===== src/rtl/seq_divider_if.sv =====
// Handshake bundle for seq_divider: operand request channel and result channel.
interface seq_divider_if #(
   parameter int unsigned WIDTH = 32
);
   logic                 in_valid;
   logic                 in_ready;
   logic [2*WIDTH-1:0]   dividend;
   logic [WIDTH-1:0]     divisor;
   logic                 out_valid;
   logic                 out_ready;
   logic [2*WIDTH-1:0]   quotient;
   logic [WIDTH-1:0]     remainder;
   logic                 div_by_zero;

   modport master (
      output in_valid, dividend, divisor, out_ready,
      input  in_ready, out_valid, quotient, remainder, div_by_zero
   );

   modport slave (
      input  in_valid, dividend, divisor, out_ready,
      output in_ready, out_valid, quotient, remainder, div_by_zero
   );
endinterface


===== src/rtl/seq_divider.sv =====
// Unsigned restoring divider, 2*WIDTH / WIDTH, one quotient bit per cycle MSB first.
module seq_divider #(
   parameter int unsigned WIDTH = 32
) (
   input  logic          clk,
   input  logic          rst,
   seq_divider_if.slave  bus
);
   localparam int unsigned DW = 2 * WIDTH;
   localparam int unsigned CW = $clog2(DW + 1);

   typedef enum logic [1:0] {IDLE, RUN, DONE} state_e;

   state_e             state_q, state_d;
   logic [WIDTH-1:0]   part_q, part_d;
   logic [DW-1:0]      shift_q, shift_d;
   logic [WIDTH-1:0]   dvsr_q, dvsr_d;
   logic [CW-1:0]      count_q, count_d;
   logic               out_valid_q, out_valid_d;
   logic [DW-1:0]      quot_q, quot_d;
   logic [WIDTH-1:0]   rem_q, rem_d;
   logic               dbz_q, dbz_d;

   logic               accept;
   logic [WIDTH:0]     shifted;
   logic [WIDTH-1:0]   diff;
   logic               trial_neg;
   logic [WIDTH-1:0]   part_next;
   logic [DW-1:0]      shift_next;

   always_comb begin
      accept     = bus.in_valid && bus.in_ready;
      shifted    = {part_q, shift_q[DW-1]};
      trial_neg  = shifted < {1'b0, dvsr_q};
      // A kept difference is always < divisor, so the WIDTH-bit modular subtract is exact.
      diff       = shifted[WIDTH-1:0] - dvsr_q;
      part_next  = trial_neg ? shifted[WIDTH-1:0] : diff;
      shift_next = {shift_q[DW-2:0], ~trial_neg};

      state_d     = state_q;
      part_d      = part_q;
      shift_d     = shift_q;
      dvsr_d      = dvsr_q;
      count_d     = count_q;
      out_valid_d = out_valid_q;
      quot_d      = quot_q;
      rem_d       = rem_q;
      dbz_d       = dbz_q;

      unique case (state_q)
         IDLE: begin
            if (accept) begin
               dvsr_d = bus.divisor;
               if (bus.divisor != '0) begin
                  state_d = RUN;
                  part_d  = '0;
                  shift_d = bus.dividend;
                  count_d = CW'(DW);
               end else begin
                  state_d     = DONE;
                  out_valid_d = 1'b1;
                  quot_d      = '1;
                  rem_d       = bus.dividend[WIDTH-1:0];
                  dbz_d       = 1'b1;
               end
            end
         end
         RUN: begin
            part_d  = part_next;
            shift_d = shift_next;
            count_d = count_q - CW'(1);
            if (count_q == CW'(1)) begin
               state_d     = DONE;
               out_valid_d = 1'b1;
               quot_d      = shift_next;
               rem_d       = part_next;
               dbz_d       = 1'b0;
            end
         end
         DONE: begin
            if (bus.out_ready) begin
               state_d     = IDLE;
               out_valid_d = 1'b0;
            end
         end
         default: state_d = IDLE;
      endcase
   end

   always_ff @(posedge clk) begin
      if (rst) begin
         state_q     <= IDLE;
         part_q      <= '0;
         shift_q     <= '0;
         dvsr_q      <= '0;
         count_q     <= '0;
         out_valid_q <= 1'b0;
         quot_q      <= '0;
         rem_q       <= '0;
         dbz_q       <= 1'b0;
      end else begin
         state_q     <= state_d;
         part_q      <= part_d;
         shift_q     <= shift_d;
         dvsr_q      <= dvsr_d;
         count_q     <= count_d;
         out_valid_q <= out_valid_d;
         quot_q      <= quot_d;
         rem_q       <= rem_d;
         dbz_q       <= dbz_d;
      end
   end

   assign bus.in_ready    = (state_q == IDLE) && !rst;
   assign bus.out_valid   = out_valid_q;
   assign bus.quotient    = quot_q;
   assign bus.remainder   = rem_q;
   assign bus.div_by_zero = dbz_q;
endmodule


===== src/flat_wrapper.sv =====
// flat-port wrapper written by rule: the top's interface ports become plain ports
module seq_divider_flat 
#(
   parameter int unsigned WIDTH = 32
)
  (clk, rst, bus_in_valid, bus_dividend, bus_divisor, bus_out_ready, bus_in_ready, bus_out_valid, bus_quotient, bus_remainder, bus_div_by_zero);
  seq_divider_if #(.WIDTH(WIDTH)) bus_i ();
  input  logic clk;
  input  logic rst;
  input wire logic [$bits(bus_i.in_valid)-1:0] bus_in_valid;
  input wire logic [$bits(bus_i.dividend)-1:0] bus_dividend;
  input wire logic [$bits(bus_i.divisor)-1:0] bus_divisor;
  input wire logic [$bits(bus_i.out_ready)-1:0] bus_out_ready;
  output wire logic [$bits(bus_i.in_ready)-1:0] bus_in_ready;
  output wire logic [$bits(bus_i.out_valid)-1:0] bus_out_valid;
  output wire logic [$bits(bus_i.quotient)-1:0] bus_quotient;
  output wire logic [$bits(bus_i.remainder)-1:0] bus_remainder;
  output wire logic [$bits(bus_i.div_by_zero)-1:0] bus_div_by_zero;
  assign bus_i.in_valid = bus_in_valid;
  assign bus_i.dividend = bus_dividend;
  assign bus_i.divisor = bus_divisor;
  assign bus_i.out_ready = bus_out_ready;
  assign bus_in_ready = bus_i.in_ready;
  assign bus_out_valid = bus_i.out_valid;
  assign bus_quotient = bus_i.quotient;
  assign bus_remainder = bus_i.remainder;
  assign bus_div_by_zero = bus_i.div_by_zero;
  seq_divider #(.WIDTH(WIDTH)) u_core (.clk(clk), .rst(rst), .bus(bus_i));
endmodule

===== config.mk =====
export PLATFORM = sky130hd
export DESIGN_NAME = seq_divider_flat
export DESIGN_NICKNAME = d
export VERILOG_FILES = /design/src/rtl/seq_divider_if.sv /design/src/rtl/seq_divider.sv /design/src/flat_wrapper.sv
export SDC_FILE = /design/constraint.sdc
export NUM_CORES = 1
export LEC_CHECK = 0
export CORE_UTILIZATION = 66
export CTS_BUF_LIST = sky130_fd_sc_hd__clkbuf_8
export CTS_CLUSTER_SIZE = 40
export DETAILED_ROUTE_END_ITERATION = 16
export DONT_BUFFER_PORTS = 1
export PLACE_DENSITY = 0.85
export SYNTH_ARGS = -nofsm -noshare
export SYNTH_HDL_FRONTEND = slang
export SYNTH_SLANG_ARGS = --single-unit

===== constraint.sdc =====
create_clock -name clk -period 4.1 [get_ports clk]
set_clock_uncertainty 0.2 [all_clocks]
set_input_delay 0.615 -clock clk [delete_from_list [all_inputs] [get_ports clk]]
set_output_delay 0.615 -clock clk [all_outputs]
set_load 0.005 [all_outputs]

== Word level (Yosys, flattened, before mapping) ==
Index checks and enable logic that the tools add are counted.
Storage, ports and cells
  register bits after elaboration: 235
  bits of input ports: 100
  output and inout port bits: 99
  logic and storage cells: 63
Cells by class
  add/subtract/negate cells: 2
  order comparisons: 1
  eq/ne operators: 8
  mux-type cells: 30
  bitwise logic cells: 1
  reductions and logical operators: 12
Operators with widths (count)
  2-to-1 mux 64 bit: 5
  case mux 64 bit (2 select lines): 2
  2-to-1 mux 32 bit: 6
  case mux 32 bit (2 select lines): 2
  < comparator 33 x 32 -> 1 bit: 1
  nonzero test 32 bit: 1
  subtractor 32 bit: 1
  2-to-1 mux 7 bit: 2
  case mux 7 bit (2 select lines): 1
  2-to-1 mux 2 bit: 4
  equality test 7 x 1 -> 1 bit, second input constant: 1
  subtractor 7 x 1 -> 7 bit, second input constant: 1
  inequality test 2 x 1 -> 1 bit, second input constant: 3
  case mux 2 bit (3 select lines): 1
  AND reduction 3 bit: 2
  2-to-1 mux 1 bit: 5
  AND reduction 5 bit: 1
  inequality test 2 bit, second input constant: 2
  AND reduction 4 bit: 1
  case mux 1 bit (3 select lines): 1
  nonzero test 3 bit: 1
  equality test 2 x 1 -> 1 bit, second input constant: 1
  equality test 2 bit, second input constant: 1
  logical AND 1 bit: 2
  6 further kinds: 6

== Depth between registers and ports, before layout ==
  depth after elaboration: 5
  mapped depth: 13
  depth with buffers taken out: 12

== Worst setup path after synthesis ==
No wires, ideal clock.
  path type: register to register
  start point: register u_core.dvsr_q[12]
  end point: register u_core.rem_q[21], in the netlist u_core.bus.remainder[21]
  data arrival time: 2.637 ns
  setup slack: 1.175 ns
  cell stages (with the launch flop): 14
  clock period less this slack: 2.925 ns
  cell sequence: dfxtp_1 > inv_1 > ha_1 > buf_6 > a21oi_4 > o21a_2 > a21bo_1 > o21a_4 > or4_4 > buf_6 > buf_6 > a21boi_1 > o21ai_1 > a311oi_2
On the way
  longest elaborated chain between the ends: 4
  elaborated cells on any way between the ends: 5
RTL lines
  start: declaration: RTL line seq_divider.sv:17  | logic [WIDTH-1:0] dvsr_q, dvsr_d;
  start signal: assignment: RTL line seq_divider.sv:105  | dvsr_q <= dvsr_d;
  subtractor 32 bit / < comparator 33 x 32 -> 1 bit (equally long branches): RTL line seq_divider.sv:36, seq_divider.sv:34
  2-to-1 mux 32 bit (*): RTL line seq_divider.sv:37  | part_next = trial_neg ? shifted[WIDTH-1:0] : diff;
  2-to-1 mux 32 bit (*): RTL line seq_divider.sv:72  | if (count_q == CW'(1)) begin
  case mux 32 bit (2 select lines) (*): RTL line seq_divider.sv:50  | unique case (state_q)
  end signal: assignment: RTL line seq_divider.sv:109  | rem_q <= rem_d;
  end: declaration: RTL line seq_divider.sv:21  | logic [WIDTH-1:0] rem_q, rem_d;
Mark *: on every way between the ends. The rest lies on a longest branch, timed or not. The select of a mux whose other input is x is not followed.
A chain may end at the register's enable or synchronous reset.

== Final worst setup path ==
  start point: register u_core.shift_q[63]
  end point: register u_core.rem_q[26], in the netlist u_core.bus.remainder[26]
On the way
  longest elaborated chain between the ends: 4
  elaborated cells on any way between the ends: 5
RTL lines
  start: declaration: RTL line seq_divider.sv:16  | logic [DW-1:0] shift_q, shift_d;
  start signal: assignment: RTL line seq_divider.sv:104  | shift_q <= shift_d;
  subtractor 32 bit / < comparator 33 x 32 -> 1 bit (equally long branches): RTL line seq_divider.sv:36, seq_divider.sv:34
  2-to-1 mux 32 bit (*): RTL line seq_divider.sv:37
  2-to-1 mux 32 bit (*): RTL line seq_divider.sv:72
  case mux 32 bit (2 select lines) (*): RTL line seq_divider.sv:50
Marks and branches as above.

==> reports/metrics.cfg <==
[cts]
cts_max_path_buffers=3
clock-sinks=235
htreeDepth=2
cts_buffers=38
clk_pin_slew_worst_paths_ns=0.06
clock_latency_ns=0.54
cts-root-buf=clkbuf_8
tritoncts=built
cts_setup_buffers=0

[status]
status=complete, no violations

[synthesis]
synth_edf_count=0
syn_area_per_cell_sq_um=7.88
synth_warnings=0
ys_seq_area_share_pct=41.5
synth_top_area_share_pct=41.5
yosysTopAreaCell=dfxtp_1
synth_seq_cells=235
synth_area_leaders=dfxtp_1, nand2_1, a311oi_1, nor3_1, nor2_1
synthCells=1441
synth_ff_type=dfxtp_1
synthArstFlopShare_pct=0
syn-cell-area_sq_um=11300
ys_types=67
synth_nets=1576

[setup_path]
reg2reg_depth=12
critical_path_class=reg2reg
crit_arrival_ns=3.69
crit_path_start_kind=flip-flop
path_max_fanout=3
required_ns=4.30
crit_path_end_kind=flip-flop

[timing]
rsz0062_at_grt=no
post-route-period-util_pct=85.0
fin_tns_setup_ns=0
period_minus_slack_ns=3.49
max_slew_margin_pct=15.8
maxClockFrequency_mhz=287
drv_slew=0
setup_viol=0
hold_viol_final=0
tightest_slew_ns=1.26

[drt]
first_iter_violations=965
drt-total-wl_mm=32.4
wl_per_cell_um=19.7
drtPass1Iterations=5
drtAntennaViolNets=0
vias_per_cell=6.47
drc=0
vias=10700

[hold_path]
whs_path_depth=2
hold_path.class=in2reg

[global_routing]
grt_usage_pct=35.4
grt_max_degree=179
antenna_found_initial=0
grt_pass1_vias=9813
overflow=0
grt_pass1_wl_mm=50.4

[power]
peakVddDrop_mv=0.812
swShare_pct=44.3
p_int_mw=5.67
comb_power_share_pct=51.5
power_frac_clock_pct=20.9
p_leak_nw=4.51
power.total_mw=10.2
p_sw_mw=4.51
power_density_nw_per_um2=826
seqPwrFrac_pct=27.6

[final_layout]
regArea_sq_um=4700
drive_gt1_share_pct=7.50
area.growth.synth_to_final_pct=8.62
fin_nets=1536
multi_input_area_sq_um=6000
fin_util_pct=73.8
num-fill-cells=1303
num_antenna_cells=0
final_cell_mix=dfxtp_1, nand2_1, nor2_1
final_cells=1647
mostFrequentLayoutCell=dfxtp_1

[placement]
place_inst=1565
portBuffers=0
hpwlAfterDp_mm=21.4
gp_congestion=0.997

[floorplan]
die_area_sq_um=17700
die_y_um=133
coreArea_sq_um=16700
start_util_pct=68.0
die_x_um=133
pin_count=199
rows=47

[job]
maxCapViolCount=0

-- area by class of cell --
type	instances	share of cell area, %
multi-input cells	1041	48.7
well taps	220	2.23
clock inverters	15	0.802
inverters	47	1.43
repair buffers	38	2.98
flip-flops and latches	235	38.2
clock buffers	51	5.69
-- kinds of logic (layout without fill, tap and decap cells) --
kind of cell	Yosys count	after routing	synth area share, %
XOR/XNOR	25	25	1.93
AND/OR/NAND/NOR	636	636	24.6
buffers and inverters	165	151	5.93
flip-flops	235	235	41.5
adder cells (fa/ha/maj)	35	35	3.93
multiplexers	8	8	0.706
AO/OA/AOI/OAI	337	337	21.5
-- through the flow --
stage	hold WS, ns	setup WS, ns	area, sq um
after global routing	0.00324	0.340	12300
after detailed placement	0.269	0.662	11300
final	0.00419	0.614	12300
after CTS	0.000106	0.625	12300
after global placement	0.259	0.742	11300
after floorplan	0.246	1.18	11300
-- synth_stat cells (3+ instances only) --
cell         n
and3_1       4
nor2_1     190
inv_1       47
a31oi_1      8
o31ai_1     33
and2_1       3
nand3_1     25
a22oi_1      4
a311oi_1    84
nand2_1    220
nand3b_1     3
o21a_1       6
xor2_1       7
o211a_1      3
o211ai_1     8
or3_1        3
mux2i_1      8
a21oi_1     72
o21ai_1      7
a21boi_2     3
a21boi_0     5
xnor2_1     18
o21ai_0     34
o22ai_1      4
dfxtp_1    235
a2111oi_1    3
clkbuf_1    91
a211oi_1     9
and4_1       5
a21oi_2      5
nor3_1     145
buf_2       10
a21o_1      17
buf_6        5
ha_1        34
a41oi_1      3
buf_1       11
nand4_1      6
o21bai_1    10
nor4_1      19
-- routing by layer --
layer / part of all wire, % / up-vias / global-route usage [%]
met5: 0 / - / 0
li1: - / 5058 / -
met3: 10 / 102 / 11.9
met1: 40 / 5011 / 43.3
met4: 4.6 / 0 / 17.5
met2: 45 / 486 / 56.0
-- timing repair --
action,4_1_cts,5_1_grt
gates resized for setup,0,0
hold buffers,13,3
endpoints found under the hold margin,184,4
-- power groups by stage --
stage	registers (mW)	clock network, mW	logic, mW
finish	2.81	2.13	5.24
global route	2.83	2.24	5.63
CTS	2.80	2.13	5.07
detailed placement	2.84	0	5.01
global placement	2.83	0	4.94
floorplan	2.75	0	4.02
-- path summary, 6_finish.rpt --
| path | from | end | slack, ns |
|---|---|---|---|
| hold reg to reg | u_core.dvsr_q[17] | u_core.dvsr_q[17] | 0.28 |
| hold / removal | bus_divisor[21] | u_core.dvsr_q[21] | 0.004 |
| setup reg to reg | u_core.shift_q[63] | u_core.bus.remainder[26] | 0.61 |
| setup / recovery | u_core.shift_q[63] | u_core.bus.remainder[26] | 0.61 |
-- registers in the layout, indices dropped and copies added (netlist names) --
signal                  count
u_core.count_q              7
u_core.shift_q             64
u_core.bus.remainder       32
u_core.bus.div_by_zero      1
u_core.dvsr_q              32
u_core.bus.out_valid        1
u_core.state_q              2
u_core.part_q              32
u_core.bus.quotient        64
-- critical path: stages, from the launching register on --
cell and delay (ns):
dfxtp_1 0.32, inv_1 0.05, ha_1 0.15, inv_1 0.06, fa_1 0.42, a211oi_1 0.27, o211ai_1 0.20, a211oi_1 0.41
o21ai_0 0.26, a41oi_1 0.39, xnor2_1 0.16, mux2i_1 0.11, a2111oi_0 0.34
Power figures use the tool's default switching activity.
